==> src/rtl/bx_sequencer.sv <==
// BX sequencer: start-marker detection over NCHAN channels, BX / clock-in-BX counting,
// framing strobes, out-of-phase marker realignment and synchronous stop.
module bx_sequencer #(
   parameter int unsigned              NCHAN       = 3,
   parameter int unsigned              DATA_WIDTH  = 36,
   parameter int unsigned              BX_WIDTH    = 3,
   parameter int unsigned              CLKS_PER_BX = 4,
   parameter logic [DATA_WIDTH-1:0]    START_WORD  = '1,
   parameter string                    START_MODE  = "ANY",
   localparam int unsigned             CNT_WIDTH   = $clog2(CLKS_PER_BX)
) (
   input  logic                          clk,
   input  logic                          reset,
   input  logic [NCHAN*DATA_WIDTH-1:0]   data_in,
   input  logic [NCHAN-1:0]              data_valid,
   input  logic                          stop,
   output logic                          en_proc,
   output logic [BX_WIDTH-1:0]           BX,
   output logic                          first_clk,
   output logic                          not_first_clk,
   output logic [CNT_WIDTH-1:0]          clk_cnt,
   output logic                          sync_err
);

   localparam bit                   ALL_MODE = (START_MODE == "ALL");
   localparam logic [CNT_WIDTH-1:0] CNT_LAST = CNT_WIDTH'(CLKS_PER_BX - 1);

   typedef enum logic {
      IDLE,
      RUN
   } state_t;

   state_t                state_q, state_d;
   logic [NCHAN-1:0]      seen_q, seen_d;
   logic                  en_q, en_d;
   logic [BX_WIDTH-1:0]   bx_q, bx_d;
   logic [CNT_WIDTH-1:0]  cnt_q, cnt_d;
   logic                  first_q, first_d;
   logic                  nfirst_q, nfirst_d;
   logic                  serr_q, serr_d;

   logic [NCHAN-1:0]      hit;
   logic                  start;

   always_comb begin
      hit = '0;
      for (int unsigned k = 0; k < NCHAN; k++) begin
         hit[k] = data_valid[k] && (data_in[k*DATA_WIDTH +: DATA_WIDTH] == START_WORD);
      end
   end

   // ALL mode accepts markers spread over several cycles via the sticky seen flags
   assign start = ALL_MODE ? &(seen_q | hit) : |hit;

   always_comb begin
      state_d = state_q;
      seen_d  = seen_q;
      en_d    = en_q;
      bx_d    = bx_q;
      cnt_d   = cnt_q;
      first_d = first_q;
      serr_d  = 1'b0;

      case (state_q)
         IDLE: begin
            if (start) begin
               state_d = RUN;
               seen_d  = '0;
               en_d    = 1'b1;
               bx_d    = '0;
               cnt_d   = '0;
               first_d = 1'b1;
            end else if (stop) begin
               seen_d = '0;
            end else if (ALL_MODE) begin
               seen_d = seen_q | hit;
            end
         end
         RUN: begin
            if (stop) begin
               state_d = IDLE;
               en_d    = 1'b0;
               cnt_d   = '0;
               first_d = 1'b0;
            end else if (|hit && (cnt_q != CNT_LAST)) begin
               // out-of-phase marker: flag it and restart the BX on the next clock
               serr_d  = 1'b1;
               cnt_d   = '0;
               bx_d    = bx_q + BX_WIDTH'(1);
               first_d = 1'b1;
            end else if (cnt_q == CNT_LAST) begin
               cnt_d   = '0;
               bx_d    = bx_q + BX_WIDTH'(1);
               first_d = 1'b1;
            end else begin
               cnt_d   = cnt_q + CNT_WIDTH'(1);
               first_d = 1'b0;
            end
         end
         default: state_d = IDLE;
      endcase

      nfirst_d = en_d & ~first_d;
   end

   always_ff @(posedge clk or negedge reset) begin
      if (!reset) begin
         state_q  <= IDLE;
         seen_q   <= '0;
         en_q     <= 1'b0;
         bx_q     <= '1;
         cnt_q    <= '0;
         first_q  <= 1'b0;
         nfirst_q <= 1'b0;
         serr_q   <= 1'b0;
      end else begin
         state_q  <= state_d;
         seen_q   <= seen_d;
         en_q     <= en_d;
         bx_q     <= bx_d;
         cnt_q    <= cnt_d;
         first_q  <= first_d;
         nfirst_q <= nfirst_d;
         serr_q   <= serr_d;
      end
   end

   assign en_proc       = en_q;
   assign BX            = bx_q;
   assign first_clk     = first_q;
   assign not_first_clk = nfirst_q;
   assign clk_cnt       = cnt_q;
   assign sync_err      = serr_q;

endmodule

==> config.mk <==
export PLATFORM = sky130hd
export DESIGN_NAME = bx_sequencer
export DESIGN_NICKNAME = d
export VERILOG_FILES = /design/src/rtl/bx_sequencer.sv
export SDC_FILE = /design/constraint.sdc
export NUM_CORES = 1
export LEC_CHECK = 0
export ABC_AREA = 1
export BUFFER_PORTS_ARGS = -buffer_cell sky130_fd_sc_hd__clkbuf_2
export CORE_MARGIN = 1.5
export CORE_UTILIZATION = 36
export CTS_CLUSTER_DIAMETER = 80
export DETAILED_ROUTE_END_ITERATION = 12
export PLACE_DENSITY = 0.85
export SLEW_MARGIN = 20
export SYNTH_ARGS = -nofsm -noshare
export SYNTH_HDL_FRONTEND = slang
export SYNTH_SLANG_ARGS = --single-unit
==> constraint.sdc <==
create_clock -name clk -period 1.46 [get_ports clk]
set_input_delay 0.292 -clock clk [delete_from_list [all_inputs] [get_ports clk]]
set_output_delay 0.292 -clock clk [all_outputs]
set_load 0.05 [all_outputs]
## After elaboration in Yosys (flattened, before gate mapping)

Cells that the tools add are included.

| word-level totals | value |
|---|---|
| flip-flop bits (word level) | 10 |
| output and inout port bits | 9 |
| logic and storage cells | 50 |

| cells by class | value |
|---|---|
| mux-type cells | 24 |
| reductions and logical operators | 6 |
| bitwise operators | 3 |
| add/subtract/negate cells | 2 |
| eq/ne operators | 8 |

Operator list:

| cell | count |
|---|---|
| $eq A36 B36 Y1 const B | 3 |
| $mux W3 | 4 |
| $mux W1 | 11 |
| $mux W2 | 4 |
| $ne A2 B2 Y1 const B | 3 |
| $pmux W1 S2 | 3 |
| $pmux W3 S2 | 1 |
| $logic_and A1 B1 Y1 | 4 |
| $pmux W2 S2 | 1 |
| $add A3 B1 Y3 const B | 1 |
| $ne A3 B1 Y1 const B | 1 |
| $reduce_and A3 Y1 | 1 |
| $reduce_or A3 Y1 | 1 |
| $add A2 B1 Y2 const B | 1 |
| $eq A2 B2 Y1 const B | 1 |
| $not A1 Y1 | 2 |
| $and A1 B1 Y1 | 1 |

## Logic depth before layout (Yosys ltp)

Gate-level depths: netlist (run 1).

| depth | value |
|---|---|
| depth after elaboration | 9 |
| depth in mapped cells | 11 |

## Worst setup path before layout (run 1)

No wires, ideal clock.

| timing | value |
|---|---|
| path type | register to register |
| start | reg cnt_q[0] (netlist: clk_cnt[0]) |
| end | reg bx_q[0] (netlist: BX[0]) |
| data arrival time | 1274 ps |
| cell stages (with the launch flop) | 7 |
| slack | 110 ps |
| library setup time | 76 ps |
| required time | 1384 ps |
| period minus slack after synthesis | 1350 ps |
| cells stage by stage | dfrtp_1 -> ha_1 -> inv_1 -> o21ai_4 -> nand2_2 -> nand2_1 -> nand2_1 |

| between the ends | value |
|---|---|
| word-level cells in the longest chain between the ends | 5 |

Ends and longest elaborated chain:

| item | line | text |
|---|---|---|
| start, declared | 37 | `logic [CNT_WIDTH-1:0] cnt_q, cnt_d;` |
| start signal, assigned | 121 | `cnt_q <= cnt_d;` |
| $ne A2 B2 Y1 | 85 | `end else if (\|hit && (cnt_q != CNT_LAST)) begin` |
| $logic_and A1 B1 Y1 | 85 |  |
| $mux W3 | 85 |  |
| $mux W3 | 80 | `if (stop) begin` |
| $pmux W3 S2 | 64 | `case (state_q)` |
| end signal, assigned | 111 | `bx_q <= '1;` |
| end signal, assigned | 120 | `bx_q <= bx_d;` |
| end, declared | 36 | `logic [BX_WIDTH-1:0] bx_q, bx_d;` |

Several ways; a longest one is shown, not always the timed one. The select of a mux whose other input is x is not followed.
A chain may end at the register's enable or synchronous reset.

## Worst setup path after layout (run 1)

| timing | value |
|---|---|
| start | reg bx_q[0] (netlist: BX[0]) |
| end | out BX[0] |

RTL lines:

| item | line | text |
|---|---|---|
| end, declared | 18 | `output logic [BX_WIDTH-1:0] BX,` |

No word-level cell between the ends.

==> flow_summary.yaml, run 1 <==
global_routing:
  antenna_found_initial: 0
  grt_util_all_layers_pct: 19.8
  grt_pass1_vias: 1675
  grt_pass1_wl_um: 5950
  grt_start_max_net_pins: 12
  overflow: 0
clock_network:
  clockBufferDepth: 2
  cts.clk_slew.worst_paths_ns: 0.07
  cts.sink_count: 10
  numCtsBuffers: 3
  htree_levels: 1
  clock-root-buffer: "clkbuf_4"
  cts_tree: "built"
  cts_setup_buffers: 0
  clock_latency_ns: 0.26
final_layout:
  drive_gt1_share_pct: 38.0
  most-common-layout-cells: "clkbuf_2 (122), nand2_1 (115), nor2_1 (56)"
  nets: 485
  antenna_cells: 0
  synthToLayoutAreaGrowth_pct: 56.6
  design_area_mm2: 0.00196
  layout_commonest_cell: "clkbuf_2"
timing:
  tightest_slew_ns: 0.351
  timing.final.crit_share_pct: 96.1
  holdWs_ns: 0.241
  finalHoldViolCount: 0
  period_minus_slack_ns: 1.40
  fin_tns_setup_ns: 0
  rsz0062_at_grt: "false"
  relSlewSlack_pct: 76.6
  setup_viol: 0
  drv_slew: 0
  finalClockSkew_ns: 0.00268
  fmax_mhz: 713
synthesis:
  ys_ff_latch: 10
  synth.distinct_cells: 20
  syn_inst: 242
  ys_seq_area_share_pct: 20.3
  synth.avg_cell_area_um2: 5.18
  syn_area_mm2: 0.00125
  syn-num-nets: 358
  yosysWarnings: 0
routing:
  vias: 1905
  viasPerCell: 4.60
  antenna_left: 0
  wl_per_cell_um: 8.86
  dr.pass1.iters: 4
  drtIter0Drc: 49
  drc: 0
  drt_wl_total_um: 3670
floorplanning:
  die_x_um: 62.0
  dieArea_mm2: 0.00384
  ios: 123
  die_h_um: 62.0
  core_area_mm2: 0.00334
  start_util_pct: 37.5
  rows: 21
worst_setup_path:
  rr_endpoint: "BX[0]$_DFFE_PN1P_"
  cp.arrival_ns: 1.11
  crit_cells: 1
  cp_slowest_cell: "dfstp_2"
  crit_path_cell_trace: "clkbuf_2"
  timing.critical_path.max_delay_family: "flip-flops"
  reg2regPathDepth: 6
  path_max_fanout: 4
  worst-path-buf-inv: 1
  crit_start: "BX[0]$_DFFE_PN1P_"
  cp-end-kind: "output pin"
  regToRegSetupSlack_ns: 0.33
  critical_path.max_stage_delay_ns: 0.57
  start_kind: "register"
  reg2reg_from: "clk_cnt[0]$_DFFE_PN0P_"
  worst_ep_required_time_ns: 1.17
  worstSetupPathType: "register to output pin"
pwr:
  power_w: 0.00114
  p_leak_nw: 1.13
  power.density_mw_per_mm2: 581
  seqPwrFrac_pct: 31.7
  clockPowerShare_pct: 21.5
  intPower_w: 0.000678
  combinationalPowerShare_pct: 46.8
  vdd_drop_max_v: 0.000225
  p_sw_share_pct: 40.5
  power.switching_w: 0.000461
placed_design:
  port_buffers: 122
  globalplace.congestion: 0.786
  place_area_mm2: 0.00192
  dp.final_hpwl_um: 3390
hold_path:
  min_from: "stop"
  hold_class: "input port to register"
  hold_depth: 2
  whs_endpoint: "sync_err$_DFF_PN0_"
status:
  outcome: "finished, final reports clean"
job:
  max_cap_viol_count: 0
## per-stage QoR
| step | instances | utilization, % | worst slack [ns] |
|---|---|---|---|
| 2_1_floorplan | 242 | - | 0.110 |
| 3_3_place_gp | 409 | 57.4 | 0.106 |
| 3_5_place_dp | 409 | 57.4 | 0.0604 |
| 4_1_cts | 414 | 58.8 | 0.0435 |
| 5_1_grt | 414 | 58.8 | 0.0266 |
| 6_report | 414 | 58.8 | 0.0570 |
## cells by family after synthesis
logic type | synth area share (%)
xor gates and xnor gates | 0.699
AOI/OAI and AO/OA | 2.10
adders and majority gates | 2.00
DFF | 20.3
and+or+nand+nor | 70.0
buffers and inverters | 4.90
## sequential cells by signal, summed over array words and instances, names as in the netlist
register       cells
sync_err           1
en_proc            1
BX                 3
first_clk          1
clk_cnt            2
not_first_clk      1
state_q            1
## layout make-up
cell class	instances	area, um^2
Fill cell	358	1380
Multi-Input combinational cell	216	937
Timing Repair Buffer	123	621
Sequential cell	10	254
Tap cell	46	57.6
Inverter	15	56.3
Clock buffer	4	36.3
## synth_stat cells
library cell	count	area, um^2
dfstp_2	3	78.8
nand2_1	115	432
inv_1	13	48.8
nor2_1	56	210
nor3_1	3	15.0
buf_2	1	5.00
nand2b_1	1	6.26
nand3_2	3	30.0
xnor2_1	1	8.76
nand4_1	10	62.6
a21oi_1	1	5.00
o21ai_4	1	16.3
inv_2	2	7.51
nor2_2	4	25.0
nand3b_1	2	15.0
o21ai_0	1	5.00
nand3_1	15	75.1
dfrtp_1	7	175
nand2_2	1	6.26
ha_1	2	25.0
## routing by layer
layer / share of wire (%) / global-route usage, %
met1: 38 / 20.5
met2: 55 / 41.4
met3: 7.1 / 1.04
met4: 0 / 5.47
met5: 0 / 0
## power by group through the flow
stage	Sequential, W	Clock, W	Combinational (W)
floorplan	0.000492	0	0.000149
global placement	0.000365	0	0.000523
detailed placement	0.000367	0	0.000532
CTS	0.000362	0.000252	0.000537
global route	0.000368	0.000259	0.000598
finish	0.000361	0.000245	0.000533
## worst max-delay path by stage
| stage | to |
|---|---|
| finish | BX[0] |
| floorplan | BX[0]$_DFFE_PN1P_ |
| global placement | BX[0]$_DFFE_PN1P_ |
| CTS | BX[0] |
| global route | BX[0] |
| detailed placement | BX[0]$_DFFE_PN1P_ |
## timing repair
item / in CTS / in global routing
endpoints found under the hold margin: 7 / 0
setup endpoints to repair: 0 / 0
hold buffers: 1 / 0
gates resized for setup: 0 / 0
Note: power is estimated with default switching activity, not from simulation.
==> run 2: changes to the inputs <==
--- a/config.mk
+++ b/config.mk
@@ -9,8 +9,9 @@
 export BUFFER_PORTS_ARGS = -buffer_cell sky130_fd_sc_hd__clkbuf_2
 export CORE_MARGIN = 1.5
 export CORE_UTILIZATION = 36
-export CTS_CLUSTER_DIAMETER = 80
+export CTS_CLUSTER_DIAMETER = 40
 export DETAILED_ROUTE_END_ITERATION = 12
+export MAX_ROUTING_LAYER = met4
 export PLACE_DENSITY = 0.85
 export SLEW_MARGIN = 20
 export SYNTH_ARGS = -nofsm -noshare
==> run 2 against run 1 <==
Wire length is 0.19% higher. Non-clock buffer count stayed put. Final cell count stayed put. Largest power group unchanged. Highest routed layer is now met4.
==> flow_summary.yaml, run 2 (same netlist as run 1, synthesis figures left out) <==
status:
  outcome: "finished, final reports clean"
timing:
  finalClockSkew_ns: 0.00268
  finalHoldViolCount: 0
  setup_ws_ns: 0.0570
  drv_slew: 0
  tightest_slew_ns: 0.351
  fin_tns_setup_ns: 0
  period_minus_slack_ns: 1.40
  timing.final.crit_share_pct: 96.1
  setup_viol: 0
  fmax_mhz: 713
  relSlewSlack_pct: 76.6
  rsz0062_at_grt: "false"
clock_network:
  cts.sink_count: 10
  cts.clk_slew.worst_paths_ns: 0.07
  cts_tree: "built"
  numCtsBuffers: 3
  htree_levels: 1
  ctsResizeCount: 0
  clock_latency_ns: 0.26
  clockBufferDepth: 2
  clock-root-buffer: "clkbuf_4"
routing:
  antenna_left: 0
  vias: 1911
  wl_per_cell_um: 8.88
  drt_wl_total_um: 3680
  dr.pass1.iters: 4
  viasPerCell: 4.62
  drc: 0
  drtIter0Drc: 50
pwr:
  p_leak_nw: 1.13
  vdd_drop_max_v: 0.000225
  p_sw_share_pct: 40.5
  combinationalPowerShare_pct: 46.8
  clockPowerShare_pct: 21.5
  intPower_w: 0.000678
  power_w: 0.00114
  power.density_mw_per_mm2: 581
  power.switching_w: 0.000461
  seqPwrFrac_pct: 31.7
global_routing:
  grt_pass1_wl_um: 5920
  grt.met1_usage_pct: 20.3
  antenna_found_initial: 0
  grt_start_max_net_pins: 12
  grt_util_all_layers_pct: 20.3
  overflow: 0
  grt_use_met2_pct: 41.1
  grt_busiest_layer: "met2"
  grtUsageMet3_pct: 1.04
  grt_pass1_vias: 1680
final_layout:
  most-common-layout-cells: "clkbuf_2 (122), nand2_1 (115), nor2_1 (56)"
  drive_gt1_share_pct: 38.0
  num-fill-cells: 358
  largest_reg_flops: 3
  regArea_um2: 254
  multiInputGateArea_um2: 937
  synthToLayoutAreaGrowth_pct: 56.6
  final_util_pct: 58.8
  antenna_cells: 0
  layout_commonest_cell: "clkbuf_2"
  nets: 485
worst_setup_path:
  reg2reg_from: "clk_cnt[0]$_DFFE_PN0P_"
  path_max_fanout: 4
  critical_path.max_stage_delay_ns: 0.57
  cp_slowest_cell: "dfstp_2"
  timing.critical_path.max_delay_family: "flip-flops"
  start_kind: "register"
  cp.arrival_ns: 1.11
  worst-path-buf-inv: 1
  worst_ep_required_time_ns: 1.17
  crit_path_cell_trace: "clkbuf_2"
  cp-end-kind: "output pin"
  crit_start: "BX[0]$_DFFE_PN1P_"
  worstSetupPathType: "register to output pin"
placed_design:
  pre_cts_slack_ns: 0.0604
  port_buffers: 122
  globalplace.congestion: 0.797
  dp.final_hpwl_um: 3390
floorplanning:
  start_util_pct: 37.5
  ios: 123
  core_area_mm2: 0.00334
  die_h_um: 62.0
  rows: 21
  die_x_um: 62.0
  dieArea_mm2: 0.00384
job:
  max_cap_viol_count: 0
hold_path:
  hold_class: "input port to register"
  min_from: "stop"
[run 2: cell counts in the layout (fill, tap and decap cells not counted)]
Identical to the previous run, type by type.
[run 2: repair_timing]
| item | in CTS | in global routing |
|---|---|---|
| hold buffers | 1 | 0 |
| setup buffers | 0 | 0 |
| endpoints found under the hold margin | 7 | 0 |
[run 2: worst paths after layout]
path | end | slack, ns | cells past startpoint
min in group asynchronous | sync_err$_DFF_PN0_ | 0.43 | 2
max | BX[0] | 0.06 | 1
min | sync_err$_DFF_PN0_ | 0.24 | 2
min reg2reg | BX[1]$_DFFE_PN1P_ | 0.48 | 2
max reg2reg | BX[0]$_DFFE_PN1P_ | 0.33 | 6
max in group asynchronous | BX[0]$_DFFE_PN1P_ | 0.76 | 2
[run 2: power by group through the flow]
stage	clock network (W)	registers (W)	logic, W
after detailed placement	0	0.000367	0.000532
after global routing	0.000259	0.000368	0.000598
after CTS	0.000252	0.000362	0.000537
after global placement	0	0.000365	0.000523
final	0.000245	0.000361	0.000533
after floorplan	0	0.000492	0.000149
[run 2: per-stage QoR]
step	cell area (um^2)	hold WS, ns	instances
global route	1960	0.251	414
floorplan	1250	-0.00359	242
global placement	1920	0.164	409
detailed placement	1920	0.165	409
finish	1960	0.241	414
CTS	1960	0.233	414
[run 2: area by class of cell]
| cell class | instances | area share [%] |
|---|---|---|
| inverter | 15 | 2.87 |
| clock buffer | 4 | 1.85 |
| multi-input combinational | 216 | 47.8 |
| timing repair buffer | 123 | 31.6 |
| tap | 46 | 2.93 |
| sequential | 10 | 12.9 |
[run 2: metal layers]
layer	wire (um)	part of all wire, %
met5	0	0
met4	14	0.38
met3	265	7.2
met2	2000	54
met1	1400	38
==> run 3: changes to the inputs <==
--- a/config.mk
+++ b/config.mk
@@ -5,14 +5,15 @@
 export SDC_FILE = /design/constraint.sdc
 export NUM_CORES = 1
 export LEC_CHECK = 0
-export ABC_AREA = 1
+export ABC_AREA = 0
 export BUFFER_PORTS_ARGS = -buffer_cell sky130_fd_sc_hd__clkbuf_2
 export CORE_MARGIN = 1.5
-export CORE_UTILIZATION = 36
+export CORE_UTILIZATION = 32
 export CTS_CLUSTER_DIAMETER = 40
 export DETAILED_ROUTE_END_ITERATION = 12
 export MAX_ROUTING_LAYER = met4
-export PLACE_DENSITY = 0.85
+export PLACE_DENSITY = 0.86
+export RECOVER_POWER = 25
 export SLEW_MARGIN = 20
 export SYNTH_ARGS = -nofsm -noshare
 export SYNTH_HDL_FRONTEND = slang
==> run 3 against run 2 <==
Sequential cell count stayed put. Register-to-register slack worse by 0.16 ns. Sequential share of layout area grew 2.2 points. Clock power is 13% lower. Setup slack got worse by 0.023 ns. Largest cell class is now non-clock buffers. The flow now finishes with violations (design-rule violations). Area after synthesis is 23% lower. Final cell count is 33% lower. Via count shrank 23%. Wire length down 9.4%. Combinational power down 62%. Count of clock-buffer cells in the layout unchanged.
==> flow_summary.yaml, run 3 <==
status:
  outcome: "complete, but fails checks"
  failed_checks: "design-rule violations"
pwr:
  combinationalPowerShare_pct: 29.4
  p_leak_nw: 0.844
  intPower_w: 0.000508
  power.density_mw_per_mm2: 413
  clockPowerShare_pct: 30.6
  power_w: 0.000694
  seqPwrFrac_pct: 39.9
  vdd_drop_max_v: 0.000181
  p_sw_share_pct: 26.8
  power.switching_w: 0.000186
hold_path:
  hold_class: "input port to register"
final_layout:
  most-common-layout-cells: "clkbuf_2 (120), nand4_1 (30), nand3_1 (12)"
  synthToLayoutAreaGrowth_pct: 75.1
  layout_commonest_cell: "clkbuf_2"
  regArea_um2: 254
  nets: 365
  drive_gt1_share_pct: 58.9
  antenna_cells: 0
  design_area_mm2: 0.00168
  multiInputGateArea_um2: 671
  largest_reg_flops: 3
  num-fill-cells: 277
timing:
  rsz0062_at_grt: "false"
  relSlewSlack_pct: 64.4
  timing.final.crit_share_pct: 97.7
  fmax_mhz: 701
  finalClockSkew_ns: 0.00278
  tightest_slew_ns: 0.534
  setup_viol: 0
  drv_slew: 0
  finalHoldViolCount: 0
  period_minus_slack_ns: 1.43
synthesis:
  syn-num-nets: 232
  synth.distinct_cells: 30
  synth.most_common_cell: "nand4_1"
  synth.avg_cell_area_um2: 8.27
  ys_seq_area_share_pct: 26.5
  ys_ff_latch: 10
  syn_area_um2: 960
  synthArstFlopShare_pct: 100
  syn_inst: 116
  yosysWarnings: 0
  synth_edf_count: 0
  synth_area_leader_cell: "nand4_1"
  yosysTopAreaCellShare_pct: 19.6
  synthTopCellsByArea: "nand4_1 (20%), dfrtp_1 (18%), dfstp_2 (8.2%)"
  synth.top_cells.by_count: "nand4_1 (30), nand3_1 (12), nand2_1 (10)"
  synth-main-ff-cell: "dfrtp_1"
global_routing:
  grt_util_all_layers_pct: 21.9
  grt_pass1_vias: 1464
  grt_pass1_wl_um: 5760
  antenna_found_initial: 0
  grt_start_max_net_pins: 11
  overflow: 0
routing:
  viasPerCell: 5.27
  antenna_left: 0
  dr.pass1.iters: 8
  drtIter0Drc: 52
  vias: 1471
  wl_per_cell_um: 11.9
  drc: 6
  drt_wl_total_um: 3330
floorplanning:
  ios: 123
  die_x_um: 57.8
  start_util_pct: 34.2
  dieArea_mm2: 0.00334
  rows: 19
  core_area_mm2: 0.00281
  die_h_um: 57.8
worst_setup_path:
  worst_ep_required_time_ns: 1.17
  cp-end-kind: "output pin"
  path_max_fanout: 5
  critical_path.max_stage_delay_ns: 0.57
  worst-path-buf-inv: 1
  worstSetupPathType: "register to output pin"
  cp_slowest_cell: "dfstp_2"
  cp.arrival_ns: 1.13
  timing.critical_path.max_delay_family: "flip-flops"
  crit_path_cell_trace: "clkbuf_2"
  start_kind: "register"
placed_design:
  port_buffers: 122
  globalplace.congestion: 0.829
  place_area_mm2: 0.00165
  dp.final_hpwl_um: 2960
clock_network:
  clock-root-buffer: "clkbuf_4"
  cts.clk_slew.worst_paths_ns: 0.07
  htree_levels: 1
  clock_latency_ns: 0.28
  numCtsBuffers: 3
  cts_tree: "built"
  clockBufferDepth: 2
  cts.sink_count: 10
job:
  max_cap_viol_count: 0
## run 3: cell types whose count changed after synthesis, moves of 4 or more
cell / change
nand4_1: +20
inv_1: -8
nor4_2: +5
nand2_1: -105
nor2_1: -48
nor2_2: -4
## run 3: repair_timing
action,CTS,global route
setup buffers,0,0
hold endpoints to repair,7,0
resized for setup,0,1
setup endpoints to repair,0,1
hold buffers,1,0
## run 3: power by group through the flow
stage | registers (W) | clock network (W) | logic (W)
after floorplan | 0.000282 | 0 | 0.0000319
after global placement | 0.000282 | 0 | 0.000199
after detailed placement | 0.000282 | 0 | 0.000202
after CTS | 0.000277 | 0.000211 | 0.000206
after global routing | 0.000277 | 0.000225 | 0.000227
final | 0.000277 | 0.000213 | 0.000204
## run 3: tightest hold or removal path, cell delays in order
cell and delay (ns):
clkbuf_2 0.17, nand3_1 0.13, o211ai_2 0.08
## run 3: worst paths after layout
kind,cells past startpoint,startpoint,slack [ns],end
min in group asynchronous,2,reset,0.50,sync_err$_DFF_PN0_
hold / removal,3,stop,0.40,BX[1]$_DFFE_PN1P_
setup / recovery,1,BX[0]$_DFFE_PN1P_,0.03,BX[0]
setup reg to reg,5,BX[0]$_DFFE_PN1P_,0.17,BX[2]$_DFFE_PN1P_
hold reg to reg,1,en_proc$_DFF_PN0_,0.52,en_proc$_DFF_PN0_
max in group asynchronous,2,reset,0.59,BX[1]$_DFFE_PN1P_
## run 3: area by class of cell
cell class	count	area share [%]
Clock buffer	4	1.56
Inverter	5	1.12
Multi-Input combinational cell	99	39.9
Sequential cell	10	15.1
Tap cell	31	2.31
Timing Repair Buffer	130	40.0
## run 3: per-layer routing
layer  GRT usage [%]  up-vias  wire length [um]
met3            3.13        2               281
met4            7.31        0                17
met2            38.6       71              1690
li1                -      740                 -
met5               -        -                 0
met1            25.3      658              1340
## run 3: stage by stage
stage               utilization (%)  setup TNS, ns  hold WS [ns]  cells  worst slack, ns
floorplan                         -              0      -0.00359    116           0.0305
global placement               58.7         -0.189         0.168    274          -0.0602
detailed placement             58.7         -0.636         0.164    274           -0.116
CTS                            59.9              0         0.402    279           0.0266
global route                   59.9              0         0.447    279          0.00789
finish                         59.9              0         0.404    279           0.0343
## run 3: kinds of logic (layout without fill, tap and decap cells)
group	after synthesis	after routing	synth area share, %
AO/OA/AOI/OAI	13	13	11.0
XOR/XNOR	2	2	1.83
adder cells (fa/ha/maj)	2	2	2.61
buffers and inverters	7	139	3.65
flip-flops	10	10	26.5
multiplexers	1	1	1.04
AND/OR/NAND/NOR	81	81	53.5
